--- src/rtl/hazard_ctrl_pkg.sv ---
// Shared rv32i types for the hazard controller: register numbers, opcodes,
// the EX control word and the hazard FSM state.
package hazard_ctrl_pkg;

   localparam int unsigned REG_W    = 5;
   localparam int unsigned OPCODE_W = 7;
   localparam int unsigned CNT_W    = 32;

   typedef logic [REG_W-1:0] rv32i_reg;

   typedef enum logic [OPCODE_W-1:0] {
      op_lui   = 7'b0110111,
      op_auipc = 7'b0010111,
      op_jal   = 7'b1101111,
      op_jalr  = 7'b1100111,
      op_br    = 7'b1100011,
      op_load  = 7'b0000011,
      op_store = 7'b0100011,
      op_imm   = 7'b0010011,
      op_reg   = 7'b0110011,
      op_csr   = 7'b1110011
   } rv32i_opcode;

   typedef struct packed {
      rv32i_opcode opcode;
      logic        load_regfile;
   } rv32i_control_word;

   typedef enum logic [1:0] {
      RUN       = 2'd0,
      LU_BUBBLE = 2'd1,
      FLUSH     = 2'd2
   } hazard_state_t;

   // Increment that sticks at all-ones instead of wrapping.
   function automatic logic [CNT_W-1:0] sat_inc(input logic [CNT_W-1:0] v);
      return (v == '1) ? v : v + CNT_W'(1);
   endfunction

endpackage

--- src/rtl/hazard_ctrl_if.sv ---
// Pipeline <-> hazard controller signal bundle. master = pipeline/memory side,
// slave = hazard_ctrl.
interface hazard_ctrl_if;
   import hazard_ctrl_pkg::*;

   rv32i_reg          ID_rs1_num;
   rv32i_reg          ID_rs2_num;
   logic              ID_uses_rs1;
   logic              ID_uses_rs2;
   rv32i_reg          EX_rd_num;
   rv32i_control_word EX_ctrlword;
   logic              EX_br_taken;
   logic              imem_req;
   logic              imem_resp;
   logic              dmem_req;
   logic              dmem_resp;

   logic              pc_load;
   logic              IF_ID_load;
   logic              ID_EX_load;
   logic              EX_MEM_load;
   logic              MEM_WB_load;
   logic              IF_ID_flush;
   logic              ID_EX_flush;
   logic              pc_sel_target;
   logic [CNT_W-1:0]  cnt_lu;
   logic [CNT_W-1:0]  cnt_mem;
   logic [CNT_W-1:0]  cnt_flush;

   modport master (
      output ID_rs1_num, ID_rs2_num, ID_uses_rs1, ID_uses_rs2,
      output EX_rd_num, EX_ctrlword, EX_br_taken,
      output imem_req, imem_resp, dmem_req, dmem_resp,
      input  pc_load, IF_ID_load, ID_EX_load, EX_MEM_load, MEM_WB_load,
      input  IF_ID_flush, ID_EX_flush, pc_sel_target,
      input  cnt_lu, cnt_mem, cnt_flush
   );

   modport slave (
      input  ID_rs1_num, ID_rs2_num, ID_uses_rs1, ID_uses_rs2,
      input  EX_rd_num, EX_ctrlword, EX_br_taken,
      input  imem_req, imem_resp, dmem_req, dmem_resp,
      output pc_load, IF_ID_load, ID_EX_load, EX_MEM_load, MEM_WB_load,
      output IF_ID_flush, ID_EX_flush, pc_sel_target,
      output cnt_lu, cnt_mem, cnt_flush
   );

endinterface

--- src/rtl/hazard_ctrl_perf_cnt.sv ---
// Saturating hazard performance counters; only built when HAZARD_PERF_CNT_EN
// is defined.
`ifdef HAZARD_PERF_CNT_EN
module hazard_perf_cnt
   import hazard_ctrl_pkg::*;
(
   input  logic             clk,
   input  logic             rst_n,
   input  logic             lu_evt,
   input  logic             mem_evt,
   input  logic             flush_evt,
   output logic [CNT_W-1:0] cnt_lu,
   output logic [CNT_W-1:0] cnt_mem,
   output logic [CNT_W-1:0] cnt_flush
);

   always_ff @(posedge clk or negedge rst_n) begin
      if (!rst_n) begin
         cnt_lu    <= '0;
         cnt_mem   <= '0;
         cnt_flush <= '0;
      end else begin
         if (lu_evt)    cnt_lu    <= sat_inc(cnt_lu);
         if (mem_evt)   cnt_mem   <= sat_inc(cnt_mem);
         if (flush_evt) cnt_flush <= sat_inc(cnt_flush);
      end
   end

endmodule
`endif

--- src/rtl/hazard_ctrl.sv ---
// Pipeline hazard controller: load-use bubble, imem/dmem freeze, branch flush.
// Optional performance counters under HAZARD_PERF_CNT_EN.
module hazard_ctrl (
   input  logic         clk,
   input  logic         rst_n,
   hazard_ctrl_if.slave hz
);
   import hazard_ctrl_pkg::*;

   hazard_state_t state, state_nxt;
   logic          discard_fetch, discard_nxt;

   logic data_wait, fetch_wait, load_use, lu_take, branch;
   logic pc_load, if_id_load, id_ex_load, ex_mem_load, mem_wb_load;
   logic if_id_flush, id_ex_flush, pc_sel_target;

   assign data_wait  = hz.dmem_req && !hz.dmem_resp;
   assign fetch_wait = hz.imem_req && !hz.imem_resp;
   assign load_use   = (hz.EX_ctrlword.opcode == op_load) && hz.EX_ctrlword.load_regfile
                       && (hz.EX_rd_num != '0)
                       && ((hz.ID_uses_rs1 && (hz.ID_rs1_num == hz.EX_rd_num)) ||
                           (hz.ID_uses_rs2 && (hz.ID_rs2_num == hz.EX_rd_num)));
   // One bubble per hazard: the check is skipped while the bubble is in flight.
   assign lu_take    = (state == RUN) && load_use;
   assign branch     = hz.EX_br_taken && (state != FLUSH);

   // Next state, discard tracking and Mealy enables by priority.
   always_comb begin
      pc_load       = 1'b1;
      if_id_load    = 1'b1;
      id_ex_load    = 1'b1;
      ex_mem_load   = 1'b1;
      mem_wb_load   = 1'b1;
      if_id_flush   = 1'b0;
      id_ex_flush   = 1'b0;
      pc_sel_target = 1'b0;
      state_nxt     = RUN;
      discard_nxt   = discard_fetch && !hz.imem_resp;

      if (!rst_n) begin
         pc_load     = 1'b0;
         if_id_load  = 1'b0;
         id_ex_load  = 1'b0;
         ex_mem_load = 1'b0;
         mem_wb_load = 1'b0;
      end else if (data_wait) begin
         pc_load     = 1'b0;
         if_id_load  = 1'b0;
         id_ex_load  = 1'b0;
         ex_mem_load = 1'b0;
         mem_wb_load = 1'b0;
         state_nxt   = state;
         discard_nxt = discard_fetch;
      end else if (branch) begin
         pc_sel_target = 1'b1;
         if_id_flush   = 1'b1;
         id_ex_flush   = 1'b1;
         state_nxt     = FLUSH;
         discard_nxt   = discard_nxt || fetch_wait;
      end else begin
         if (lu_take) begin
            pc_load     = 1'b0;
            if_id_load  = 1'b0;
            id_ex_flush = 1'b1;
            state_nxt   = LU_BUBBLE;
         end else if (fetch_wait) begin
            pc_load     = 1'b0;
            if_id_load  = 1'b0;
            id_ex_flush = 1'b1;
         end
         // PC already holds the target; drop the wrong-path fetch when it lands.
         if (discard_fetch) begin
            pc_load = 1'b0;
            if (hz.imem_resp) if_id_flush = 1'b1;
         end
      end
   end

   always_ff @(posedge clk or negedge rst_n) begin
      if (!rst_n) begin
         state         <= RUN;
         discard_fetch <= 1'b0;
      end else if (!data_wait) begin
         state         <= state_nxt;
         discard_fetch <= discard_nxt;
      end
   end

   assign hz.pc_load       = pc_load;
   assign hz.IF_ID_load    = if_id_load;
   assign hz.ID_EX_load    = id_ex_load;
   assign hz.EX_MEM_load   = ex_mem_load;
   assign hz.MEM_WB_load   = mem_wb_load;
   assign hz.IF_ID_flush   = if_id_flush;
   assign hz.ID_EX_flush   = id_ex_flush;
   assign hz.pc_sel_target = pc_sel_target;

`ifdef HAZARD_PERF_CNT_EN
   logic             lu_evt, mem_evt, flush_evt;
   logic [CNT_W-1:0] cnt_lu, cnt_mem, cnt_flush;

   assign lu_evt    = !data_wait && !branch && lu_take;
   assign mem_evt   = data_wait;
   assign flush_evt = !data_wait && branch;

   hazard_perf_cnt u_perf_cnt (
      .clk       (clk),
      .rst_n     (rst_n),
      .lu_evt    (lu_evt),
      .mem_evt   (mem_evt),
      .flush_evt (flush_evt),
      .cnt_lu    (cnt_lu),
      .cnt_mem   (cnt_mem),
      .cnt_flush (cnt_flush)
   );

   assign hz.cnt_lu    = cnt_lu;
   assign hz.cnt_mem   = cnt_mem;
   assign hz.cnt_flush = cnt_flush;
`else
   assign hz.cnt_lu    = '0;
   assign hz.cnt_mem   = '0;
   assign hz.cnt_flush = '0;
`endif

endmodule

--- src/flat_wrapper.sv ---
// flat-port wrapper written by rule: the top's interface ports become plain ports
module hazard_ctrl_flat import hazard_ctrl_pkg::*;
  (clk, rst_n, hz_ID_rs1_num, hz_ID_rs2_num, hz_ID_uses_rs1, hz_ID_uses_rs2, hz_EX_rd_num, hz_EX_ctrlword, hz_EX_br_taken, hz_imem_req, hz_imem_resp, hz_dmem_req, hz_dmem_resp, hz_pc_load, hz_IF_ID_load, hz_ID_EX_load, hz_EX_MEM_load, hz_MEM_WB_load, hz_IF_ID_flush, hz_ID_EX_flush, hz_pc_sel_target, hz_cnt_lu, hz_cnt_mem, hz_cnt_flush);
  hazard_ctrl_if hz_i ();
  input  logic clk;
  input  logic rst_n;
  input wire logic [$bits(hz_i.ID_rs1_num)-1:0] hz_ID_rs1_num;
  input wire logic [$bits(hz_i.ID_rs2_num)-1:0] hz_ID_rs2_num;
  input wire logic [$bits(hz_i.ID_uses_rs1)-1:0] hz_ID_uses_rs1;
  input wire logic [$bits(hz_i.ID_uses_rs2)-1:0] hz_ID_uses_rs2;
  input wire logic [$bits(hz_i.EX_rd_num)-1:0] hz_EX_rd_num;
  input wire logic [$bits(hz_i.EX_ctrlword)-1:0] hz_EX_ctrlword;
  input wire logic [$bits(hz_i.EX_br_taken)-1:0] hz_EX_br_taken;
  input wire logic [$bits(hz_i.imem_req)-1:0] hz_imem_req;
  input wire logic [$bits(hz_i.imem_resp)-1:0] hz_imem_resp;
  input wire logic [$bits(hz_i.dmem_req)-1:0] hz_dmem_req;
  input wire logic [$bits(hz_i.dmem_resp)-1:0] hz_dmem_resp;
  output wire logic [$bits(hz_i.pc_load)-1:0] hz_pc_load;
  output wire logic [$bits(hz_i.IF_ID_load)-1:0] hz_IF_ID_load;
  output wire logic [$bits(hz_i.ID_EX_load)-1:0] hz_ID_EX_load;
  output wire logic [$bits(hz_i.EX_MEM_load)-1:0] hz_EX_MEM_load;
  output wire logic [$bits(hz_i.MEM_WB_load)-1:0] hz_MEM_WB_load;
  output wire logic [$bits(hz_i.IF_ID_flush)-1:0] hz_IF_ID_flush;
  output wire logic [$bits(hz_i.ID_EX_flush)-1:0] hz_ID_EX_flush;
  output wire logic [$bits(hz_i.pc_sel_target)-1:0] hz_pc_sel_target;
  output wire logic [$bits(hz_i.cnt_lu)-1:0] hz_cnt_lu;
  output wire logic [$bits(hz_i.cnt_mem)-1:0] hz_cnt_mem;
  output wire logic [$bits(hz_i.cnt_flush)-1:0] hz_cnt_flush;
  assign hz_i.ID_rs1_num = hz_ID_rs1_num;
  assign hz_i.ID_rs2_num = hz_ID_rs2_num;
  assign hz_i.ID_uses_rs1 = hz_ID_uses_rs1;
  assign hz_i.ID_uses_rs2 = hz_ID_uses_rs2;
  assign hz_i.EX_rd_num = hz_EX_rd_num;
  assign hz_i.EX_ctrlword = hz_EX_ctrlword;
  assign hz_i.EX_br_taken = hz_EX_br_taken;
  assign hz_i.imem_req = hz_imem_req;
  assign hz_i.imem_resp = hz_imem_resp;
  assign hz_i.dmem_req = hz_dmem_req;
  assign hz_i.dmem_resp = hz_dmem_resp;
  assign hz_pc_load = hz_i.pc_load;
  assign hz_IF_ID_load = hz_i.IF_ID_load;
  assign hz_ID_EX_load = hz_i.ID_EX_load;
  assign hz_EX_MEM_load = hz_i.EX_MEM_load;
  assign hz_MEM_WB_load = hz_i.MEM_WB_load;
  assign hz_IF_ID_flush = hz_i.IF_ID_flush;
  assign hz_ID_EX_flush = hz_i.ID_EX_flush;
  assign hz_pc_sel_target = hz_i.pc_sel_target;
  assign hz_cnt_lu = hz_i.cnt_lu;
  assign hz_cnt_mem = hz_i.cnt_mem;
  assign hz_cnt_flush = hz_i.cnt_flush;
  hazard_ctrl u_core (.clk(clk), .rst_n(rst_n), .hz(hz_i));
endmodule
--- config.mk ---
export PLATFORM = sky130hd
export DESIGN_NAME = hazard_ctrl_flat
export DESIGN_NICKNAME = d
export VERILOG_FILES = /design/src/rtl/hazard_ctrl_pkg.sv /design/src/rtl/hazard_ctrl_if.sv /design/src/rtl/hazard_ctrl_perf_cnt.sv /design/src/rtl/hazard_ctrl.sv /design/src/flat_wrapper.sv
export SDC_FILE = /design/constraint.sdc
export NUM_CORES = 1
export LEC_CHECK = 0
export ABC_AREA = 1
export CAP_MARGIN = 40
export CORE_MARGIN = 10
export CORE_UTILIZATION = 28
export CTS_CLUSTER_SIZE = 8
export DETAILED_ROUTE_END_ITERATION = 12
export GPL_TIMING_DRIVEN = 0
export PLACE_DENSITY = 0.87
export RECOVER_POWER = 100
export SLEW_MARGIN = 20
export SYNTH_ARGS = -nofsm -noshare
export SYNTH_HDL_FRONTEND = slang
export SYNTH_SLANG_ARGS = --single-unit
--- constraint.sdc ---
create_clock -name clk -period 1.4 [get_ports clk]
set_input_delay 0.35 -clock clk [delete_from_list [all_inputs] [get_ports clk]]
set_output_delay 0.35 -clock clk [all_outputs]
set_load 0.1 [all_outputs]
==> summary.md, run 1 <==
| Metric | Value |
|---|---|
| Setup tns final | `-2.496 ns` |
| Layout cells sized above 1 | `0.4235` |
| Storage cell area | `75.07 um^2` |
| Dominant synthesized flop cell | `dfrtp_1` |
| Final setup violation count | `8` |
| Most frequent CP cell | `nand2_4` |
| CP cell instances | `nor3_2 -> nand3_1 -> nor2_1 -> nand2_2 -> nand2_4 -> nand2_4 -> nand2_4 -> buf_12` |
| Synth Instances | `191` |
| Area of the multi-input gates | `738.2 um^2` |
| DR WL/cell | `11.35 um` |
| Largest net degree at the start of global routing | `7` |
| Cell Area, Synth | `1181 um^2` |
| Vias in the first global route | `1302` |
| FF-to-FF Start | `u_core.state[1]` |
| Fmax | `0.5222 GHz` |
| Die Area | `7217 um^2` |
| RSZ-0062 raised after global routing | `yes` |
| PD cells | `932.0 nW/um^2` |
| Number of synthesized flops with an enable pin | `0` |
| Via/cell ratio | `3.254` |
| CP max FO | `3` |
| Final min period | `1.915 ns` |
| CTS H-tree depth | `1` |
| DP HPWL | `3979 um` |
| FF-to-FF path depth | `5` |
| Setup Skew | `0.001830 ns` |
| Core box area | `4029 um^2` |
| Failing checks | `negative setup slack` |
| Crit share post-route | `1.368` |
| Type of origin of the critical path | `flip-flop` |
| N_diodes | `0` |
| Largest area contributor in the netlist | `buf_4` |
| IO Count | `136` |
| Clock latency on the worst-skew pair | `0.22 ns` |
| Clock Path Buffers | `2` |
| PnR worst setup slack | `-0.5151 ns` |
| Inserted Clock Buffers | `3` |
| Port-buffer cells | `39` |
| Critical path type | `flip-flop to primary output` |
| DR vias | `1269` |
| Peak supply drop | `0.4763 mV` |
| Drt total wl | `4426 um` |
| Yosys warns | `0` |
| Drt drc | `0` |
| WP data arrival | `1.57 ns` |
| #FFs+latches synth | `3` |
| Final hold viol count | `0` |
| 1st-iter DRT viols | `38` |
| Share of the synthesized area in the top cell type | `0.6229` |
| WHS Endpoint | `u_core.state[1]` |
| CP peak stage delay | `0.39 ns` |
| GRT Residual Overflow | `0` |
| Avg Inst Size Synth | `6.184 um^2` |
| Root buf cell | `clkbuf_8` |
| Syn-to-layout area delta | `96.61%` |
| Clock-pin slew on the worst setup and hold paths | `0.03 ns` |
| CTS tree | `yes` |
| Commonest non-fill, non-tap cells in the layout | `buf_4 (101), conb_1 (96), nand2_1 (34)` |
| Max Cap Viol | `0` |
| Commonest non-fill, non-tap cell in the layout | `buf_4` |
| Post-synthesis async set-or-reset flop share | `1.000` |
| Critical path required time | `1.05 ns` |
| Status | `finished, violations left` |
| Total track usage | `0.1105` |
| DIE HEIGHT | `84.95 um` |
| Ranking of synthesized cells by area | `buf_4 (62%), nand2_1 (12%), dfrtp_1 (6.4%)` |
| R2R Path End | `u_core.state[0]` |
| Initial Util | `0.2932` |
| First-pass GRT wire length | `6479 um` |
| Hold Startpoint | `hz_dmem_resp` |
| Crit path capture type | `primary output` |
| Fillers | `380` |
| Power Total | `2.164 mW` |
| Pins over their slew limit | `0` |
| FF-to-FF setup slack | `0.22 ns` |
| Static leakage | `1.480 nW` |
| # nets final | `373` |
| Synth unique cells | `15` |
| CTS Sinks | `3` |
| Initial antenna violation count | `0` |
| Cell row count | `23` |
| Hold Path Class | `input port to flip-flop` |
| Slowest library cell on the worst path | `dfrtp_1` |
| Minimum hold slack | `0.4111 ns` |
| Final ANT Viol Nets | `0` |
| RD Place Congestion | `0.7728` |
| Worst hold path depth | `4` |
| Drt pass-1 iters | `4` |
| Chip width | `84.95 um` |
| Post-synthesis sequential area ratio | `0.06356` |
[worst max-delay path, delay by kind of cell, from the launching register on]
| family | cells | cell delay [ns] |
|---|---|---|
| AND/OR/NAND/NOR | 7 | 0.78 |
| flip-flops | 1 | 0.39 |
| buffers and inverters | 1 | 0.17 |
[final cells by class]
cell class / instances / area share
plain buffers: 97 / 0.3152
clock buffers: 4 / 0.01940
inverters: 22 / 0.04149
multi-input cells: 163 / 0.3179
flip-flops and latches: 3 / 0.03233
well taps: 50 / 0.02694
repair buffers: 51 / 0.2468
[per-stage QoR]
step	area, um^2	setup slack (ns)	util	cells
final	2322	-0.5151	0.5764	390
after global routing	2322	-0.6203	0.5764	390
after CTS	2301	-0.5128	0.5711	390
after detailed placement	2210	-1.297	0.5484	383
after global placement	2064	-1.668	0.5124	375
after floorplan	1612	-0.5700	-	286
[state kept, by name, summed over array words and instances (netlist names)]
register	flops
u_core.discard_fetch	1
u_core.state	2
[metal layers]
layer	track usage	vias to the layer above	share of wire
met5	0	-	0
met4	0.05090	0	0.015
met3	0.05927	6	0.13
met2	0.2187	72	0.58
met1	0.08356	517	0.28
li1	-	674	-
[Yosys cell counts (2+ instances only)]
cell type and count:
o21ai_1 5, nand2_2 2, buf_4 98, dfrtp_1 3
inv_2 5, nor3_1 3, inv_1 17, nor2_2 2
nand3_1 4, nor2_1 10, nand2_1 38
[worst max-delay path by stage]
stage / cells past startpoint / to / start
after floorplan: 7 / hz_pc_load / hz_dmem_req
after global placement: 12 / hz_ID_EX_flush / hz_EX_rd_num[1]
after detailed placement: 13 / hz_ID_EX_flush / hz_EX_rd_num[3]
after CTS: 8 / hz_ID_EX_flush / u_core.state[0]
after global routing: 8 / hz_ID_EX_flush / u_core.state[1]
final: 8 / hz_ID_EX_flush / u_core.state[1]
[power breakdown]
part | switching (mW) | total [mW] | internal [mW]
registers | 0.00284 | 0.0942 | 0.0914
logic | 1.43 | 1.81 | 0.381
clock network | 0.0644 | 0.259 | 0.195
[kinds of logic after synthesis]
group / count (synthesis) / share of synthesized area
flops: 3 / 0.06356
compound gates: 7 / 0.03177
buf+inv: 120 / 0.6928
simple gates: 60 / 0.2087
other cells: 1 / 0.003175
[what timing repair did]
item | in CTS | in global routing
pin swaps | 28 | 8
gates cloned | 0 | 0
resized for setup | 74 | 7
endpoints found under the setup margin | 11 | 8
hold endpoints to repair | 3 | 0
setup buffers | 10 | 3
hold buffers | 1 | 0
(Power assumes the default switching activity.)
==> run 2, diff against run 1 <==
Settings changed: CELL_PAD_IN_SITES_DETAIL_PLACEMENT set to 1, CELL_PAD_IN_SITES_GLOBAL_PLACEMENT set to 1, CORE_UTILIZATION 28 to 16, PLACE_DENSITY 0.87 to 0.84.
==> run 2 against run 1 <==
Compared with the run above:
- the flow still finishes with violations (negative setup slack)
- clock power shrank 3%
- sequential share of layout area is 0.18 points lower
- routed wire length grew 13%
- maximum frequency rose by 3.2%
- design area is 5.9% higher
- die area up 55%
- global-route usage decreased by 2.8 points
- sequential power increased by 0.4%
- non-clock buffer count increased by 8
- via count increased by 4.5%
- largest power group unchanged
- highest routed layer unchanged
==> summary.md, run 2 (synthesis results as in run 1) <==
| Metric | Value |
|---|---|
| Status | `finished, violations left` |
| Failing checks | `negative setup slack` |
| Origin of the worst setup path | `u_core.state[0]` |
| First-pass GRT wire length | `7369 um (+14%)` |
| RD Place Congestion | `0.7179 (-7.1%)` |
| Setup Skew | `0.002033 ns (+0.0002032 ns)` |
| Max reg flops | `2 (unchanged)` |
| Via/cell ratio | `2.960 (-9.0%)` |
| PnR worst setup slack | `-0.4551 ns (+0.06000 ns)` |
| Max Used Layer | `met4` |
| Peak supply drop | `0.2343 mV (-51%)` |
| Type of origin of the critical path | `flip-flop` |
| Crit path capture type | `primary output` |
| IO Count | `136 (unchanged)` |
| DP HPWL | `4484 um (+13%)` |
| Drt pass-1 iters | `3 (-1)` |
| Drt drc | `0 (unchanged)` |
| Inserted Clock Buffers | `3 (unchanged)` |
| # nets final | `381 (+2.1%)` |
| Setup tns final | `-2.583 ns (-0.08643 ns)` |
| Final hold viol count | `0 (unchanged)` |
| Port-buffer cells | `39 (unchanged)` |
| Biggest regs | `u_core.state x2, u_core.discard_fetch x1` |
| Vias in the first global route | `1443 (+11%)` |
| CTS Sinks | `3 (unchanged)` |
| Final Non-Filler Cells | `448 (+15%)` |
| CTS H-tree depth | `1 (unchanged)` |
| FF-to-FF path depth | `7 (+2)` |
| Chip width | `105.9 um (+25%)` |
| Critical path type | `flip-flop to primary output` |
| Hold Path Class | `input port to flip-flop` |
| Drt total wl | `4986 um (+13%)` |
| FF-to-FF setup slack | `0.15 ns (-0.07 ns)` |
| Initial antenna violation count | `1 (+1)` |
| Wire length on met3 | `608 um (+5.4%)` |
| Syn-to-layout area delta | `108.2%` |
| Final ANT Viol Nets | `0 (unchanged)` |
| Crit share post-route | `1.325 (-0.04286)` |
| Critical path required time | `1.05 ns (about the same)` |
| Core box area | `7214 um^2 (+79%)` |
| DR WL/cell | `11.13 um (-1.9%)` |
| Cell row count | `31 (+35%)` |
| Max Cap Viol | `0 (unchanged)` |
| Die Area | `11220 um^2 (+55%)` |
| PD cells | `886.5 nW/um^2 (-4.9%)` |
| CP max FO | `3 (unchanged)` |
| Met2 WL | `2923 um (+14%)` |
| Metal-1 WL | `1374 um (+12%)` |
| GRT Residual Overflow | `0 (unchanged)` |
| Clock-pin slew on the worst setup and hold paths | `0.03 ns (about the same)` |
| Commonest non-fill, non-tap cell in the layout | `buf_4` |
| Clock latency on the worst-skew pair | `0.21 ns (about the same)` |
| Largest net degree at the start of global routing | `7 (unchanged)` |
| Post-Place Setup Slack | `-1.343 ns (-0.04621 ns)` |
| Hold Startpoint | `hz_dmem_resp` |
| Pins over their slew limit | `0 (unchanged)` |
| Top reg by flops | `u_core.state` |
| Worst hold path depth | `5 (+1)` |
| Static leakage | `1.521 nW (+2.8%)` |
| Power Total | `2.180 mW (+0.71%)` |
| FF-to-FF Start | `u_core.state[0]` |
| 1st-iter DRT viols | `4 (-89%)` |
| Total track usage | `0.08212 (-0.02837)` |
| Core Util, Final | `0.3408 (-0.2356)` |
| RSZ-0062 raised after global routing | `yes` |
| Placed cells | `432 (+13%)` |
| Commonest non-fill, non-tap cells in the layout | `buf_4 (108), conb_1 (96), nand2_1 (33)` |
| Root buf cell | `clkbuf_8` |
| Initial Util | `0.1637 (-0.1294)` |
| WHS Endpoint | `u_core.state[0]` |
| Final setup violation count | `8 (unchanged)` |
| R2R Path End | `u_core.discard_fetch` |
| Fmax | `0.5391 GHz (+3.2%)` |
| CTS tree | `yes` |
| WP data arrival | `1.51 ns (-0.06 ns)` |
| Layout cells sized above 1 | `0.4684 (+0.04486)` |
| DR vias | `1326 (+4.5%)` |
| Final min period | `1.855 ns (-0.06000 ns)` |
| DIE HEIGHT | `105.9 um (+25%)` |
| Clock Path Buffers | `2 (unchanged)` |
run 2: routing by layer:
layer / GRT usage / up-vias
met5: 0 / -
met4: 0.02708 / 0
met3: 0.04469 / 4
met2: 0.1687 / 63
met1: 0.06147 / 570
li1: - / 689
run 2: power by group:
part	switching, mW	internal, mW	leakage [nW]	total, mW
combinational	1.44	0.398	1.46	1.84
sequential	0.00320	0.0914	0.0407	0.0946
clock	0.0558	0.194	0.0228	0.250
run 2: cell type report:
| class | instances | area, um^2 |
|---|---|---|
| tap | 99 | 123.9 |
| inverter | 22 | 98.84 |
| timing repair buffer | 59 | 635.6 |
| buffer | 97 | 732.0 |
| multi-input combinational | 163 | 745.7 |
| sequential | 3 | 75.07 |
| clock buffer | 4 | 45.04 |
| fill | 950 | 4756 |
| antenna | 1 | 2.502 |
run 2: worst max-delay path, cell delays in order (launching register included):
cell and delay, ns:
dfrtp_1 0.38, nor3_2 0.18, nand3_1 0.11, nor2_1 0.12, nand2_2 0.10, nand2_4 0.10, nand2_4 0.06, nand2_4 0.06
buf_12 0.17
run 2: worst max path at each step:
stage / to / slack, ns / depth (start not counted)
finish: hz_ID_EX_flush / -0.46 / 8
detailed placement: hz_ID_EX_flush / -1.34 / 13
floorplan: hz_pc_load / -0.57 / 7
global placement: hz_ID_EX_flush / -1.73 / 10
global route: hz_ID_EX_flush / -0.59 / 8
CTS: hz_ID_EX_flush / -0.51 / 8
run 2: per-stage QoR:
step	hold WS, ns	area, um^2
global placement	0.4973	2126
global route	0.5222	2456
CTS	0.5053	2401
finish	0.5202	2459
detailed placement	0.5400	2283
floorplan	0.05441	1612
run 2: timing repair:
item,in CTS,in global routing
setup endpoints to repair,11,9
gates resized for setup,84,11
buffers inserted,10,7
hold endpoints to repair,3,0
hold buffers,1,0
pin swaps,30,7
